$ cat config.mk
export PLATFORM = sky130hd
export DESIGN_NAME = bcd_to_binary_seq
export DESIGN_NICKNAME = d
export VERILOG_FILES = /design/src/rtl/bcd_to_binary_seq.sv
export SDC_FILE = /design/constraint.sdc
export NUM_CORES = 1
export LEC_CHECK = 0
export ABC_AREA = 1
export BUFFER_PORTS_ARGS = -buffer_cell sky130_fd_sc_hd__buf_4
export CORE_MARGIN = 3
export CORE_UTILIZATION = 55
export CTS_CLUSTER_SIZE = 14
export DETAILED_ROUTE_END_ITERATION = 10
export PLACE_DENSITY = 0.74
export REMOVE_ABC_BUFFERS = 1
export SETUP_SLACK_MARGIN = 0.3
export SYNTH_ARGS = -nofsm -noshare
export SYNTH_HDL_FRONTEND = slang
export SYNTH_SLANG_ARGS = --single-unit
$ cat constraint.sdc
create_clock -name clk -period 1.45 [get_ports clk]
set_clock_uncertainty 0.05 [all_clocks]
set_input_delay 0.29 -clock clk [delete_from_list [all_inputs] [get_ports clk]]
set_output_delay 0.29 -clock clk [all_outputs]
set_load 0.01 [all_outputs]
$ cat src/rtl/bcd_to_binary_seq.sv
// bcd_to_binary_seq
// Sequential four-digit BCD to binary converter using reverse double-dabble.
//
// A (16+N)-bit working register is loaded with the BCD digits in its upper 16
// bits. It is then shifted right once per cycle for N cycles. After every shift,
// 3 is subtracted from each BCD nibble that reads 8 or more. When the N shifts
// are complete, the low N bits hold the binary value.
//
// Timing: start sampled at edge k gives a one-cycle done pulse in the cycle after
// edge k+N+1. Bin is loaded on the same edge that raises done, and Bin holds its
// value until the next done pulse.
//
// Optional feature: define BCD_DIGIT_CHECK_EN to compile in digit validation.
// A captured digit above 9 then skips the shift phase. The result is Bin=0 with
// err=1, and done arrives one edge after the start edge. Without the macro, err
// is tied low. Invalid digits are shifted like any others, and the result for
// them is not meaningful.

module bcd_to_binary_seq #(
    parameter int N = 14
) (
    input  logic         clk,
    input  logic         rst_n,
    input  logic         start,
    input  logic [3:0]   I0,
    input  logic [3:0]   I1,
    input  logic [3:0]   I2,
    input  logic [3:0]   I3,
    output logic [N-1:0] Bin,
    output logic         busy,
    output logic         done,
    output logic         err
);

    localparam int W  = 16 + N;
    localparam int CW = $clog2(N + 1);

    typedef enum logic [1:0] {
        IDLE  = 2'd0,
        SHIFT = 2'd1,
        FIN   = 2'd2
    } state_t;

    state_t         state_q, state_d;
    logic [W-1:0]   work_q, work_d;
    logic [CW-1:0]  cnt_q, cnt_d;
    logic [N-1:0]   bin_q, bin_d;
    logic           busy_q, busy_d;
    logic           done_q, done_d;

    logic [15:0]    digits_in;
    logic [W-1:0]   load_value;
    logic [W-1:0]   shifted;
    logic [15:0]    fixed_bcd;
    logic [W-1:0]   shift_next;
    logic           start_ok;
    logic           last_shift;

`ifdef BCD_DIGIT_CHECK_EN
    logic           err_q, err_d;
    logic           bad_q, bad_d;
    logic           digit_bad;
`endif

    assign digits_in  = {I3, I2, I1, I0};
    assign load_value = {digits_in, {N{1'b0}}};

    // Start is honoured only when idle and not in the done-pulse cycle, so a
    // start held across the completion cannot slip in on the strobe itself.
    assign start_ok   = start && !done_q;

    // Last shift happens when the counter has already seen N-1 shifts.
    assign last_shift = (cnt_q == CW'(N - 1));

    // Shift step: move right by one, then correct every BCD nibble reading >= 8.
    assign shifted = work_q >> 1;

    for (genvar gi = 0; gi < 4; gi++) begin : g_bcd_fix
        logic [3:0] nib;
        assign nib = shifted[N + 4*gi +: 4];
        assign fixed_bcd[4*gi +: 4] = (nib >= 4'd8) ? (nib - 4'd3) : nib;
    end

    assign shift_next = {fixed_bcd, shifted[N-1:0]};

`ifdef BCD_DIGIT_CHECK_EN
    // Any digit above 9 marks the request invalid.
    logic [3:0] digit_over;
    for (genvar gi = 0; gi < 4; gi++) begin : g_digit_chk
        assign digit_over[gi] = (digits_in[4*gi +: 4] > 4'd9);
    end
    assign digit_bad = |digit_over;
`endif

    // Next-state, datapath and output-register logic.
    always_comb begin
        state_d = state_q;
        work_d  = work_q;
        cnt_d   = cnt_q;
        bin_d   = bin_q;
        done_d  = 1'b0;
`ifdef BCD_DIGIT_CHECK_EN
        err_d   = 1'b0;
        bad_d   = bad_q;
`endif
        case (state_q)
            IDLE: begin
                if (start_ok) begin
                    work_d = load_value;
                    cnt_d  = '0;
`ifdef BCD_DIGIT_CHECK_EN
                    bad_d   = digit_bad;
                    state_d = digit_bad ? FIN : SHIFT;
`else
                    state_d = SHIFT;
`endif
                end
            end
            SHIFT: begin
                work_d = shift_next;
                cnt_d  = cnt_q + 1'b1;
                if (last_shift) begin
                    state_d = FIN;
                end
            end
            FIN: begin
                done_d  = 1'b1;
                state_d = IDLE;
`ifdef BCD_DIGIT_CHECK_EN
                err_d = bad_q;
                bad_d = 1'b0;
                bin_d = bad_q ? '0 : work_q[N-1:0];
`else
                bin_d = work_q[N-1:0];
`endif
            end
            default: begin
                state_d = IDLE;
            end
        endcase
        busy_d = (state_d != IDLE);
    end

    // State and datapath registers with synchronous active-low reset.
    always_ff @(posedge clk) begin
        if (!rst_n) begin
            state_q <= IDLE;
            work_q  <= '0;
            cnt_q   <= '0;
            bin_q   <= '0;
            busy_q  <= 1'b0;
            done_q  <= 1'b0;
        end else begin
            state_q <= state_d;
            work_q  <= work_d;
            cnt_q   <= cnt_d;
            bin_q   <= bin_d;
            busy_q  <= busy_d;
            done_q  <= done_d;
        end
    end

`ifdef BCD_DIGIT_CHECK_EN
    // Digit-validation flags, cleared by the same reset.
    always_ff @(posedge clk) begin
        if (!rst_n) begin
            err_q <= 1'b0;
            bad_q <= 1'b0;
        end else begin
            err_q <= err_d;
            bad_q <= bad_d;
        end
    end

    assign err = err_q;
`else
    assign err = 1'b0;
`endif

    assign Bin  = bin_q;
    assign busy = busy_q;
    assign done = done_q;

endmodule
=== Word level (Yosys, flattened, before mapping) ===
Cells that the tools add are included.

* Reduce and logical (&&, ||, !) cells: 6
* Equality and inequality tests: 4
* Add/sub/neg operators: 5
* Multiplexer cells: 12
* Magnitude comparators: 4

{| class="wikitable"
|+ Operators with widths
! cell !! count
|-
| $pmux 30 s2 || 1
|-
| $mux 30 || 1
|-
| $mux 4 || 5
|-
| $ge 4x4->1 const B || 3
|-
| $sub 4x2->4 const B || 3
|-
| $pmux 4 s2 || 1
|-
| $add 4x1->4 const B || 1
|-
| $eq 4x4->1 const B || 1
|-
| $ge 3x4->1 const B || 1
|-
| $mux 2 || 2
|-
| $pmux 2 s2 || 1
|-
| $reduce_bool 2->1 || 2
|-
| $sub 3x2->4 const B || 1
|-
| $eq 2x1->1 const B || 1
|-
| $eq 2x2->1 const B || 1
|-
| $logic_not 2->1 || 1
|-
| $ne 2x2->1 const B || 1
|-
| $reduce_and 2->1 || 1
|-
| $logic_and 1x1->1 || 1
|-
| $logic_not 1->1 || 1
|-
| $mux 1 || 1
|}

* Output and inout bits: 17
* Bits in registers: 52

=== Logic depth before layout (Yosys ltp) ===
* Depth in word-level cells: 5
* Gate-level depth with buffers: 8
* Gate-level depth less buffers: 8

=== Worst setup path after synthesis ===
Ideal clock, no wire load.

* Kind: flip-flop to flip-flop
* Start point: register done_q, in the netlist done
* End point: register work_q[24]
* Setup time: 0.117 ns
* Period minus slack after synthesis: 1.175 ns
* Required time: 1.283 ns
* Stages on the path, launching flop included: 7
* Data arrival time: 1.008 ns
* Setup slack: 0.275 ns
* Cell sequence: dfxtp_1 > inv_1 > nand3_2 > nand2_4 > buf_4 > o21ai_0 > nor2_1

* Word-level cells in the longest chain between the ends: 4

{| class="wikitable"
|+ RTL lines
! item !! RTL line !! text
|-
| from (decl) || 49 || <nowiki>logic done_q, done_d;</nowiki>
|-
| from (signal assigned) || 159 || <nowiki>done_q <= done_d;</nowiki>
|-
| $logic_not 1->1 || 70 || <nowiki>assign start_ok = start && !done_q;</nowiki>
|-
| $logic_and 1x1->1 || 70 ||
|-
| $ne 2x2->1 (no source line) || - ||
|-
| $reduce_and 2->1 (no source line) || - ||
|-
| to (signal assigned) || 155 || <nowiki>work_q <= work_d;</nowiki>
|-
| to (decl) || 45 || <nowiki>logic [W-1:0] work_q, work_d;</nowiki>
|}

No other way between the ends.
A chain may end at the register's enable or synchronous reset.

=== Final worst setup path ===
* Start point: register state_q[1]
* End point: register work_q[15]

* Word-level cells in the longest chain between the ends: 3

{| class="wikitable"
|+ RTL lines
! item !! RTL line !! text
|-
| from (decl) || 44 || <nowiki>state_t state_q, state_d;</nowiki>
|-
| from (signal assigned) || 154 || <nowiki>state_q <= state_d;</nowiki>
|-
| $eq 2x1->1 or $logic_not 2->1 (tied branches) || 106 || <nowiki>case (state_q)</nowiki>
|-
| $reduce_bool 2->1 (no source line) or $ne 2x2->1 (tied branches) || - ||
|-
| $reduce_and 2->1 (no source line) || - ||
|}

Several ways; a longest one is shown, not always the timed one.

==> impl_results.md <==
- CP most frequent cell: nor2_1
- Setup tns final: 0 ns
- Fin crit period: 1.23 ns
- Htree depth: 2
- Met3 WL: 388 um
- Sw power: 0.780 mW
- Crit-path cells: inv_8 > nand2_8 > clkbuf_16 > nand2_2 > nand2_1 > nor2_1 > nor2_1
- Worst Hold Class: input pin to register
- RePlAce Congestion: 0.799
- Crit path max fanout: 7
- Max VDD drop: 0.00106 V
- Worst Hold Depth: 3
- Initial antenna violation count: 0
- Buffers added on ports: 34
- Reg2reg path depth: 7
- Slew Limit Fails: 0
- Critical-path top delay cell: dfxtp_4
- Vias in the first global route: 1853
- WL/cell: 14.9 um
- Placed Instances: 391
- Syn Inst Count: 313
- Layout area overhead: 34.8%
- DRT antenna net count: 0
- Final core occ: 0.803
- #FFs+latches synth: 52
- Clock network power share: 0.362
- Clk_lat worst skew: 0.29 ns
- Lkg Pwr: 1.37 nW
- Max Freq: 810 MHz
- Post-synth EDFFs: 0
- Top cells by area, synth: dfxtp_1 (46%), nand3_1 (8.1%), o21ai_0 (7.9%)
- Io pins: 36
- First-pass GRT wire length: 8390 um
- Highest metal used: met4
- Crit Path Category: register to register
- Int Pwr: 2.35 mW
- Drt first pass iters: 4
- Top FF cell, synth: dfxtp_1
- Total grt overflow: 0
- Gr usage total: 0.208
- Sequential-to-total area share from yosys stat: 0.457
- Setup violators final: 0
- CP arrival: 1.38 ns
- Antenna fix cells: 0
- Largest net degree at the start of global routing: 32
- Sw Ratio: 0.249
- Status: completed
- Die area: 4950 um2
- Initial drt markers: 242
- Final wirelength: 6050 um
- Clock transition at path regs: 0.09 ns
- Maximum root-to-sink buffer count: 2
- Max_cap viols: 0
- Num CTS Buffers: 5
- Worst setup SP type: register
- Most frequent cell after synthesis: dfxtp_1
- Via-to-Cell Ratio: 5.45
- RSZ-0062 raised after global routing: yes
- YS warnings: 0
- Required @ worst endpoint: 1.60 ns
- Post-Route M1 WL: 2540 um
- Post-synth top area share: 0.457
- Async S/R FF share, synth: 0
- DRC Markers: 0
- Core ar.: 3830 um2
- Reg power frac: 0.491
- Hold violation total from the final report: 0
- Finished Cell Area: 3070 um2
- WHS: 0.224 ns
- Post-Syn Area per Cell: 7.28 um2
- Root buf cell: clkbuf_8
- Post-route insts no fill: 407
- Area post-placement: 2610 um2
- Comb power frac: 0.147
- Top cells by count, synth: dfxtp_1 (52), nand2_1 (48), inv_1 (40)
- Die extent in y: 70.4 um
- Dpl hpwl: 3250 um
- Period utilization: 0.852
- Pwr dens: 1020 nW/um2
- Via count: 2217
- Clock sink count: 52
- Crit. End Element: register
- CTS tree: done
- CP peak stage delay: 0.39 ns
- Synth cell types: 22
- Rows: 22
- Final nets: 386
- Share of layout cells above drive strength 1: 0.292
- Initial core utilization: 0.596
- Die width: 70.4 um
- WL met2: 3000 um
- Area leader, netlist: dfxtp_1
- Synthesized area: 2280 um2
==> layout make-up <==
cell class,instances,area (um2)
Clock buffer,5,68.8
Timing Repair Buffer,50,479
Sequential cell,52,1070
Multi-Input combinational cell,206,1150
Clock inverter,2,60.1
Fill cell,253,753
Timing Repair inverter,1,6.26
Inverter,43,186
Tap cell,48,60.1
==> sequential cells by signal, indices dropped and copies added, names as in the netlist <==
signal	flops
done	1
Bin	14
state_q	2
cnt_q	4
work_q	30
busy	1
==> cell usage in the layout, fill, tap and decap left out, types with 6 or more instances in the layout <==
cell,instances
o21ai_1,19
ha_1,6
inv_1,34
nand2_2,6
nand3_1,34
buf_4,39
dfxtp_1,42
nand2_1,40
nor2_1,31
a21oi_1,17
o21ai_0,28
==> worst max-delay path: cells and delay by family, from the launching register on <==
family / cells / cell delay, ns
simple gates: 5 / 0.42
flops: 1 / 0.39
buf+inv: 2 / 0.28
==> layer usage <==
layer  vias up  track usage
li1       1093            -
met3        12       0.0532
met2        89        0.332
met4         0       0.0574
met1      1023        0.277
met5         -            0
==> cell families after synthesis <==
| family | after synthesis | synth area share |
|---|---|---|
| and+or+nand+nor | 127 | 0.244 |
| AOI/OAI and AO/OA | 69 | 0.151 |
| buffers and inverters | 56 | 0.102 |
| DFF | 52 | 0.457 |
| adders and majority gates | 8 | 0.0439 |
| other | 1 | 0.00164 |
==> metrics by stage <==
step,setup WS (ns),power (mW)
after global placement,0.204,1.88
final,0.215,3.13
after global routing,0.169,3.25
after detailed placement,0.134,1.89
after CTS,0.295,3.04
after floorplan,0.00803,1.74
==> power groups by stage <==
stage	combinational, mW	sequential, mW	clock [mW]
2_1_floorplan	0.197	1.55	0
3_3_place_gp	0.323	1.56	0
3_5_place_dp	0.330	1.56	0
4_1_cts	0.365	1.53	1.14
5_1_grt	0.504	1.54	1.20
6_report	0.460	1.54	1.13
==> worst paths after layout <==
path                            slack [ns]                      end                     from
worst min-delay path                  0.22  work_q[24]$_SDFFE_PN0P_                    I2[2]
worst max-delay path                  0.22  work_q[15]$_SDFFE_PN0P_    state_q[1]$_SDFF_PN0_
worst min register to register        0.43  work_q[28]$_SDFFE_PN0P_  work_q[28]$_SDFFE_PN0P_
worst max register to register        0.22  work_q[15]$_SDFFE_PN0P_    state_q[1]$_SDFF_PN0_
==> what timing repair did <==
| item | CTS | global route |
|---|---|---|
| gates resized for setup | 23 | 55 |
| endpoints found under the setup margin | 35 | 36 |
| setup buffers | 3 | 1 |
| endpoints found under the hold margin | 0 | 0 |
| pin swaps | 4 | 25 |
| hold buffers | 0 | 0 |
| gates cloned | 1 | 4 |
No activity file was read; power rests on OpenSTA's default activity.
